===== src/rtl/cci_test_pkg.sv =====
// Shared types, header field layout and header packing for the CCI fault-inject test AFU.
// No logic of its own: constants, enums and a pure header-builder function.
package cci_test_pkg;

    localparam logic [3:0] REQ_RD_LINE = 4'h4;
    localparam logic [3:0] REQ_WR_LINE = 4'h2;

    localparam int HDR_W         = 61;
    localparam int HDR_TYPE_LSB  = 52;
    localparam int HDR_ADDR_LSB  = 14;
    localparam int HDR_MDATA_LSB = 0;
    localparam int IDX_W         = 14;

    // Deliberately unknown header used to provoke the downstream protocol checker.
    localparam logic [HDR_W-1:0] HDR_XZ = {1'bx, 4'bz, 56'bx};

    typedef enum logic [1:0] {
        CLEAN_RD    = 2'd0,
        CLEAN_WR    = 2'd1,
        INJ_X       = 2'd2,
        INJ_ALMFULL = 2'd3
    } mode_e;

    typedef enum logic [2:0] {
        IDLE  = 3'd0,
        DELAY = 3'd1,
        ISSUE = 3'd2,
        DRAIN = 3'd3,
        DONE  = 3'd4
    } state_e;

    function automatic logic [HDR_W-1:0] pack_hdr(
        input logic [3:0]       req_type,
        input logic [31:0]      addr,
        input logic [IDX_W-1:0] mdata
    );
        logic [HDR_W-1:0] hdr;
        hdr = '0;
        hdr[HDR_TYPE_LSB +: 4]      = req_type;
        hdr[HDR_ADDR_LSB +: 32]     = addr;
        hdr[HDR_MDATA_LSB +: IDX_W] = mdata;
        return hdr;
    endfunction

endpackage


===== src/rtl/cci_test_resp_counter.sv =====
// Counts 0/1/2 responses per clock saturating at NUM_REQ, and times the drain phase.
// Latency: counts land one clock after the RX valids; no backpressure, every valid is consumed.
module cci_test_resp_counter #(
    parameter int NUM_REQ = 16,
    parameter int TIMEOUT = 4096
) (
    input  logic clk,
    input  logic rst_n,
    input  logic clear,
    input  logic drain,
    input  logic wr_mode,
    input  logic rd_vld,
    input  logic c0_wr_vld,
    input  logic c1_wr_vld,
    output logic all_rcvd,
    output logic timed_out
);

    localparam int CNT_W = $clog2(NUM_REQ + 1);
    localparam int TMO_W = $clog2(TIMEOUT + 1);
    localparam logic [CNT_W-1:0] CNT_MAX = CNT_W'(NUM_REQ);
    localparam logic [TMO_W-1:0] TMO_MAX = TMO_W'(TIMEOUT);

    logic [CNT_W-1:0] resp_cnt;
    logic [TMO_W-1:0] tmo_cnt;
    logic [1:0]       inc;
    logic [CNT_W:0]   sum;

    always_comb begin
        inc = 2'd0;
        if (wr_mode) begin
            inc = {1'b0, c0_wr_vld} + {1'b0, c1_wr_vld};
        end else begin
            inc = {1'b0, rd_vld};
        end
        sum = {1'b0, resp_cnt} + (CNT_W+1)'(inc);
    end

    always_ff @(posedge clk) begin
        if (!rst_n || clear) begin
            resp_cnt <= '0;
        end else if (sum >= {1'b0, CNT_MAX}) begin
            resp_cnt <= CNT_MAX;
        end else begin
            resp_cnt <= sum[CNT_W-1:0];
        end
    end

    always_ff @(posedge clk) begin
        if (!rst_n || clear) begin
            tmo_cnt <= '0;
        end else if (drain && !timed_out) begin
            tmo_cnt <= tmo_cnt + 1'b1;
        end
    end

    assign all_rcvd  = (resp_cnt == CNT_MAX);
    assign timed_out = (tmo_cnt == TMO_MAX);

endmodule


===== src/rtl/cci_fault_inject_afu.sv =====
// CCI test AFU: after InitDn waits START_DELAY, issues NUM_REQ reads or writes, optionally faulting one.
// Latency: first valid START_DELAY+1 clocks after InitDn; AlmFull stalls issue with 1-clock lag.
module cci_fault_inject_afu
    import cci_test_pkg::*;
#(
    parameter int          NUM_REQ     = 16,
    parameter int          MODE        = 0,
    parameter int          INJECT_AT   = 8,
    parameter int          START_DELAY = 18,
    parameter logic [31:0] BASE_ADDR   = 32'h0000_1000,
    parameter int          TIMEOUT     = 4096
) (
    input  logic         vl_clk_LPdomain_32ui,
    input  logic         ffs_vl_LP32ui_lp2sy_Reset_n,
    input  logic         ffs_vl_LP32ui_lp2sy_InitDnForSys,
    input  logic         ffs_vl_LP32ui_lp2sy_C0TxAlmFull,
    input  logic         ffs_vl_LP32ui_lp2sy_C1TxAlmFull,
    input  logic [17:0]  ffs_vl18_LP32ui_lp2sy_C0RxHdr,
    input  logic [511:0] ffs_vl512_LP32ui_lp2sy_C0RxData,
    input  logic         ffs_vl_LP32ui_lp2sy_C0RxWrValid,
    input  logic         ffs_vl_LP32ui_lp2sy_C0RxRdValid,
    input  logic         ffs_vl_LP32ui_lp2sy_C0RxCgValid,
    input  logic         ffs_vl_LP32ui_lp2sy_C0RxUgValid,
    input  logic         ffs_vl_LP32ui_lp2sy_C0RxIrValid,
    input  logic [17:0]  ffs_vl18_LP32ui_lp2sy_C1RxHdr,
    input  logic         ffs_vl_LP32ui_lp2sy_C1RxWrValid,
    input  logic         ffs_vl_LP32ui_lp2sy_C1RxIrValid,
    output logic [60:0]  ffs_vl61_LP32ui_sy2lp_C0TxHdr,
    output logic         ffs_vl_LP32ui_sy2lp_C0TxRdValid,
    output logic [60:0]  ffs_vl61_LP32ui_sy2lp_C1TxHdr,
    output logic [511:0] ffs_vl512_LP32ui_sy2lp_C1TxData,
    output logic         ffs_vl_LP32ui_sy2lp_C1TxWrValid,
    output logic         ffs_vl_LP32ui_sy2lp_C1TxIrValid,
    output logic         test_done,
    output logic         test_error
);

    localparam mode_e MODE_E  = mode_e'(MODE[1:0]);
    localparam bit    WR_MODE = (MODE_E == CLEAN_WR);
    localparam int    DLY_W   = $clog2(START_DELAY + 2);

    logic clk;
    logic rst_n;
    assign clk   = vl_clk_LPdomain_32ui;
    assign rst_n = ffs_vl_LP32ui_lp2sy_Reset_n;

    state_e           state;
    state_e           next_state;
    logic [IDX_W-1:0] idx;
    logic [DLY_W-1:0] dly_cnt;
    logic             dly_done;
    logic             alm_full;
    logic             inject_here;
    logic             last_req;
    logic             issue;
    logic             drain_exit;
    logic [HDR_W-1:0] req_hdr;
    logic             all_rcvd;
    logic             timed_out;

    assign alm_full    = WR_MODE ? ffs_vl_LP32ui_lp2sy_C1TxAlmFull : ffs_vl_LP32ui_lp2sy_C0TxAlmFull;
    assign inject_here = (idx == IDX_W'(INJECT_AT));
    assign last_req    = (idx == IDX_W'(NUM_REQ - 1));
    assign dly_done    = (int'(dly_cnt) + 1 >= START_DELAY);

    // The AlmFull-override fault pushes its one request through regardless of flow control.
    assign issue = (state == ISSUE) &&
                   (!alm_full || ((MODE_E == INJ_ALMFULL) && inject_here));

    always_ff @(posedge clk) begin
        if (!rst_n) begin
            state <= IDLE;
        end else begin
            state <= next_state;
        end
    end

    always_comb begin
        next_state = state;
        drain_exit = 1'b0;
        case (state)
            IDLE: begin
                if (ffs_vl_LP32ui_lp2sy_InitDnForSys) begin
                    next_state = DELAY;
                end
            end
            DELAY: begin
                if (dly_done) begin
                    next_state = ISSUE;
                end
            end
            ISSUE: begin
                if (issue && last_req) begin
                    next_state = DRAIN;
                end
            end
            DRAIN: begin
                if (all_rcvd || timed_out) begin
                    drain_exit = 1'b1;
                    next_state = DONE;
                end
            end
            DONE: begin
                next_state = DONE;
            end
            default: begin
                next_state = IDLE;
            end
        endcase
    end

    always_ff @(posedge clk) begin
        if (!rst_n || (state != DELAY)) begin
            dly_cnt <= '0;
        end else begin
            dly_cnt <= dly_cnt + 1'b1;
        end
    end

    always_comb begin
        req_hdr = pack_hdr(WR_MODE ? REQ_WR_LINE : REQ_RD_LINE,
                           BASE_ADDR + 32'(idx), idx);
        if ((MODE_E == INJ_X) && inject_here) begin
            req_hdr = HDR_XZ;
        end
    end

    always_ff @(posedge clk) begin
        if (!rst_n) begin
            idx                             <= '0;
            ffs_vl61_LP32ui_sy2lp_C0TxHdr   <= '0;
            ffs_vl_LP32ui_sy2lp_C0TxRdValid <= 1'b0;
            ffs_vl61_LP32ui_sy2lp_C1TxHdr   <= '0;
            ffs_vl512_LP32ui_sy2lp_C1TxData <= '0;
            ffs_vl_LP32ui_sy2lp_C1TxWrValid <= 1'b0;
        end else begin
            ffs_vl_LP32ui_sy2lp_C0TxRdValid <= issue && !WR_MODE;
            ffs_vl_LP32ui_sy2lp_C1TxWrValid <= issue && WR_MODE;
            if (issue) begin
                idx <= idx + 1'b1;
                if (WR_MODE) begin
                    ffs_vl61_LP32ui_sy2lp_C1TxHdr   <= req_hdr;
                    ffs_vl512_LP32ui_sy2lp_C1TxData <= {16{32'(idx)}};
                end else begin
                    ffs_vl61_LP32ui_sy2lp_C0TxHdr <= req_hdr;
                end
            end
        end
    end

    always_ff @(posedge clk) begin
        if (!rst_n) begin
            test_done  <= 1'b0;
            test_error <= 1'b0;
        end else if (drain_exit) begin
            test_done  <= 1'b1;
            test_error <= !all_rcvd;
        end
    end

    assign ffs_vl_LP32ui_sy2lp_C1TxIrValid = 1'b0;

    // Responses that straggle in after a reset are dropped while parked in IDLE.
    cci_test_resp_counter #(
        .NUM_REQ (NUM_REQ),
        .TIMEOUT (TIMEOUT)
    ) u_resp_counter (
        .clk       (clk),
        .rst_n     (rst_n),
        .clear     (state == IDLE),
        .drain     (state == DRAIN),
        .wr_mode   (WR_MODE),
        .rd_vld    (ffs_vl_LP32ui_lp2sy_C0RxRdValid),
        .c0_wr_vld (ffs_vl_LP32ui_lp2sy_C0RxWrValid),
        .c1_wr_vld (ffs_vl_LP32ui_lp2sy_C1RxWrValid),
        .all_rcvd  (all_rcvd),
        .timed_out (timed_out)
    );

    logic unused_inputs;
    assign unused_inputs = ^{ffs_vl18_LP32ui_lp2sy_C0RxHdr, ffs_vl512_LP32ui_lp2sy_C0RxData,
                             ffs_vl_LP32ui_lp2sy_C0RxCgValid, ffs_vl_LP32ui_lp2sy_C0RxUgValid,
                             ffs_vl_LP32ui_lp2sy_C0RxIrValid, ffs_vl18_LP32ui_lp2sy_C1RxHdr,
                             ffs_vl_LP32ui_lp2sy_C1RxIrValid};

endmodule

===== config.mk =====
export PLATFORM = sky130hd
export DESIGN_NAME = cci_fault_inject_afu
export DESIGN_NICKNAME = d
export VERILOG_FILES = /design/src/rtl/cci_test_pkg.sv /design/src/rtl/cci_test_resp_counter.sv /design/src/rtl/cci_fault_inject_afu.sv
export SDC_FILE = /design/constraint.sdc
export NUM_CORES = 1
export LEC_CHECK = 0
export ABC_AREA = 1
export CAP_MARGIN = 20
export CORE_AREA = 2 2 468 470
export CTS_CLUSTER_DIAMETER = 60
export DETAILED_ROUTE_END_ITERATION = 8
export DIE_AREA = 0 0 470 472
export HOLD_SLACK_MARGIN = 0.08
export PLACE_DENSITY = 0.3
export SETUP_SLACK_MARGIN = 0.05
export SYNTH_ARGS = -nofsm -noshare
export SYNTH_HDL_FRONTEND = slang
export SYNTH_HIERARCHICAL = 1
export SYNTH_SLANG_ARGS = --single-unit

===== constraint.sdc =====
create_clock -name vl_clk_LPdomain_32ui -period 3 [get_ports vl_clk_LPdomain_32ui]
set_input_delay 0.75 -clock vl_clk_LPdomain_32ui [delete_from_list [all_inputs] [get_ports vl_clk_LPdomain_32ui]]
set_output_delay 0.75 -clock vl_clk_LPdomain_32ui [all_outputs]
set_load 0.05 [all_outputs]

==> tab_implementation.tex <==
\begin{tabular}{lr}
\hline
Metric & Value \\
\hline
\multicolumn{2}{l}{\textbf{Cells and area}} \\
Multi-input gate area & around 0.0038 mm² \\
Fin nets & around 1600 \\
FF+latch area & roughly 0.0012 mm² \\
\# diodes & 0 \\
Share of the core filled with cells & 0.04402 \\
Synth-to-layout area growth & 24.40\% \\
Layout cell share with drive strength beyond 1 & 0.04801 \\
Fillers & about 26000 \\
Non-Filler Cell Area, Final & about 0.0095 mm² \\
\multicolumn{2}{l}{\textbf{Timing}} \\
Setup tns final & 0 ps \\
Maximum clock frequency & 396.8 MHz \\
Relative slew slack & 0.4903 \\
Minimum period implied by the final worst setup slack & about 2500 ps \\
Worst clock skew & approximately 9.6 ps \\
RSZ-0062 raised after global routing & false \\
Actual slew at the worst max-slew pin & around 760 ps \\
Final worst-path cycle share & 0.8402 \\
Hold Slack & $\sim$460 ps \\
Fin. max-slew vios & 0 \\
Setup violators final & 0 \\
Endpoints failing hold & 0 \\
\multicolumn{2}{l}{\textbf{Worst setup path}} \\
Required time of the critical path & 3270 ps \\
CP startpoint & ffs\_vl\_LP32ui\_lp2sy\_C0RxRdValid \\
Critical path cell sequence & clkdlybuf4s50\_1, mux2\_2, ha\_1, fa\_1, and3\_1, o21ai\_0, nand2\_1, nor2\_1 \\
Worst reg-to-reg setup slack & roughly 1100 ps \\
Critical path capture point type & flip-flop \\
CP max FO & 4 \\
Crit path launch type & input pin \\
Setup CP Type & in -> reg \\
Startpoint of the worst-slack reg-to-reg timing path & state[0]\$\_SDFFE\_PN0P\_ \\
Reg-to-reg endpoint & state[0]\$\_SDFFE\_PN0P\_ \\
Data arrival time of the critical path & about 2800 ps \\
Slowest-stage cell, CP & clkdlybuf4s50\_1 \\
Cells on worst reg2reg path & 9 \\
Peak per-stage delay on the critical path & 440 ps \\
\multicolumn{2}{l}{\textbf{Drt}} \\
Detailed-route wire length & $\sim$13 mm \\
First DRT Iteration DRCs & a little under 100 \\
Post-detailed-route via-to-cell ratio & $\sim$1.1 \\
Number of detailed-route iterations in the first pass & 4 \\
Detailed-route DRC error count & 0 \\
Antenna-violating nets left & 0 \\
Routed wire length per instance & around 3.3 µm \\
Via count & between 4000 and 5000 \\
\multicolumn{2}{l}{\textbf{Clock network}} \\
Root buffer cell & clkbuf\_16 \\
Number of CTS-inserted buffers & 9 \\
CTS-repair resized insts & 0 \\
Worst-Skew Late Latency & around 340 ps \\
CTS tree & done \\
Post-CTS repair timing setup buffer count & 0 \\
Max Buffers Root-to-Sink & 2 \\
Hold-fix buffers at CTS & 0 \\
Number of clock sinks & 61 \\
CTS H-tree depth & 3 \\
Clock transition at path regs & 50 ps \\
\multicolumn{2}{l}{\textbf{Die}} \\
Number of top-level pins & 1199 \\
Effective utilization at floorplan & 0.03539 \\
Horizontal die dimension & 470 µm \\
Standard-cell row count & $\sim$170 \\
Die area & between 0.2 and 0.25 mm² \\
Standard cell core area & approximately 0.22 mm² \\
Chip Height & $\sim$470 µm \\
\multicolumn{2}{l}{\textbf{Run status}} \\
Result of the run & completed \\
\multicolumn{2}{l}{\textbf{Placement}} \\
Instance area after placement & between 0.009 and 0.01 mm² \\
Placer Congestion & between 0.6 and 0.7 \\
Detail Placement HPWL & approximately 11 mm \\
Buffers on Ports & 39 \\
\multicolumn{2}{l}{\textbf{Synth}} \\
Mean Syn Cell Area & approximately 7.3 µm² \\
Gate count after technology mapping & 1044 \\
Yosys synthesis warning count & 6 \\
Distinct cells, synth & 34 \\
FF+latch count, synth & between 60 and 70 \\
Post-Syn Area & around 0.0077 mm² \\
Share of synthesized flip-flops with an asynchronous set or reset & 0 \\
Sequential area share after synthesis & 0.1594 \\
Number of enable flip-flop cells after synthesis & 0 \\
Prevailing post-synth register cell & dfxtp\_1 \\
\multicolumn{2}{l}{\textbf{Power and ir drop}} \\
Tot Pwr & about 4.3 mW \\
Power density relative to cell area & about 450 mW/mm² \\
Leakage power summed over all cells & about 3.5 nW \\
Maximum vdd ir drop & 0.2107 mV \\
\multicolumn{2}{l}{\textbf{Global routing}} \\
Gr ovfl total & 0 \\
Largest net degree at the start of global routing & 21 \\
Initial antenna violation count & 2 \\
Wire length of the first global-routing pass & 17.06 mm \\
Number of global-route vias before repair & slightly below 3000 \\
GRT Resource Usage Total & 0.01000 \\
\multicolumn{2}{l}{\textbf{Min path}} \\
Hold Path End & test\_done\$\_SDFFE\_PN0P\_ \\
Min-Delay Startpoint & test\_done\$\_SDFFE\_PN0P\_ \\
Number of instances on the worst hold path & 2 \\
Hold/Removal Path Class & reg -> reg \\
\multicolumn{2}{l}{\textbf{Run}} \\
Max-capacitance violation count & 0 \\
\hline
\end{tabular}
kinds of logic (layout without fill, tap and decap cells):
group,Yosys count,after routing,share of synthesized area
xor gates and xnor gates,8,8,0.009145
muxes,1,1,0.001470
adders and majority gates,11,11,0.01894
AOI/OAI and AO/OA,63,63,0.04295
buffers and inverters,686,118,0.6406
other,1,608,0.0004894
DFF,61,61,0.1594
and+or+nand+nor,213,213,0.1270
critical path: cells and delay by family:
family	cells	cell delay, ps
adders and majority gates	2	610
and+or+nand+nor	3	500
buffers and inverters	1	440
muxes	1	280
AOI/OAI and AO/OA	1	210
routing by layer:
layer | track usage | routed length, µm
met1 | 0.01339 | 5485
met2 | 0.01453 | 5271
met3 | 0.004146 | 2063
met4 | 0.002744 | 110
met5 | 0 | 0
where the power goes:
group	switching (mW)	internal, mW
clock network	0.398	0.662
logic	2.09	0.191
registers	0.0667	0.865
cell usage in the layout, fill, tap and decap left out:
cell type        Yosys  final
clkdlybuf4s50_1      0     30
nor2_1              50     50
dfxtp_1             61     61
nand3_1             28     28
buf_4              618     15
mux2_2               1      1
o21a_1               3      3
a21oi_1             40     40
clkbuf_16            0      9
nor2_4               3      3
xnor2_1              1      1
ha_1                10     10
bufinv_16            0      1
nand4_1             10     10
clkinv_2             0      2
clkinvlp_4           0      3
conb_1               1    608
nand2_4              1      1
or2_0                1      1
nor3_4               1      1
inv_1               53     53
nor3_1               8      8
and3_2               1      1
and3_1               1      1
fa_1                 1      1
o21ai_2              1      1
a21boi_0             1      1
o21ai_0             18     18
xor2_1               7      7
nand3_4              2      2
nor2_2               5      5
inv_2                4      4
nand3_2              2      2
nand2_1            100    100
clkbuf_8             0      1
synthesized netlist by cell type (5+ instances only):
library cell,count,area (µm²)
nand2_1,100,375.4
nor2_2,5,31.28
buf_4,618,4639
nand3_1,28,140.1
a21oi_1,40,200.2
dfxtp_1,61,1221
nor2_1,50,187.7
nand4_1,10,62.56
inv_1,53,198.9
ha_1,10,125.1
o21ai_0,18,90.09
xor2_1,7,61.31
nor3_1,8,40.04
cell type report:
cell class                      count  area share
Timing Repair Buffer               45     0.04332
Tap cell                         2854      0.3746
Multi-Input combinational cell    904      0.3998
Inverter                           57     0.02245
Sequential cell                    61      0.1281
Clock inverter                      6    0.006563
Clock buffer                       10     0.02507
sequential cells by signal (all words and copies together), names as in the netlist:
name and cells:
dly_cnt 5, ffs_vl61_LP32ui_sy2lp_C0TxHdr 18, ffs_vl_LP32ui_sy2lp_C0TxRdValid 1, idx 14
state 3, test_done 1, test_error 1, u_resp_counter/resp_cnt 5
u_resp_counter/tmo_cnt 13
how the worst max path moves through the flow:
stage,endpoint,slack [ps],cells after the start
2_1_floorplan,u_resp_counter/resp_cnt[0]$_SDFF_PP0_,770,7
3_3_place_gp,u_resp_counter/resp_cnt[1]$_SDFF_PP0_,150,8
3_5_place_dp,u_resp_counter/resp_cnt[3]$_SDFF_PP0_,170,8
4_1_cts,u_resp_counter/resp_cnt[0]$_SDFF_PP0_,510,8
5_1_grt,u_resp_counter/resp_cnt[2]$_SDFF_PP0_,330,8
6_report,u_resp_counter/resp_cnt[2]$_SDFF_PP0_,480,8
through the flow:
step / setup slack [ps] / std cells
after global routing: 326.2 / 3937
after CTS: 509.7 / 3937
after floorplan: 772.2 / 1651
final: 479.5 / 3937
after detailed placement: 167.9 / 3921
after global placement: 150.3 / 3921
(Power assumes the default switching activity.)
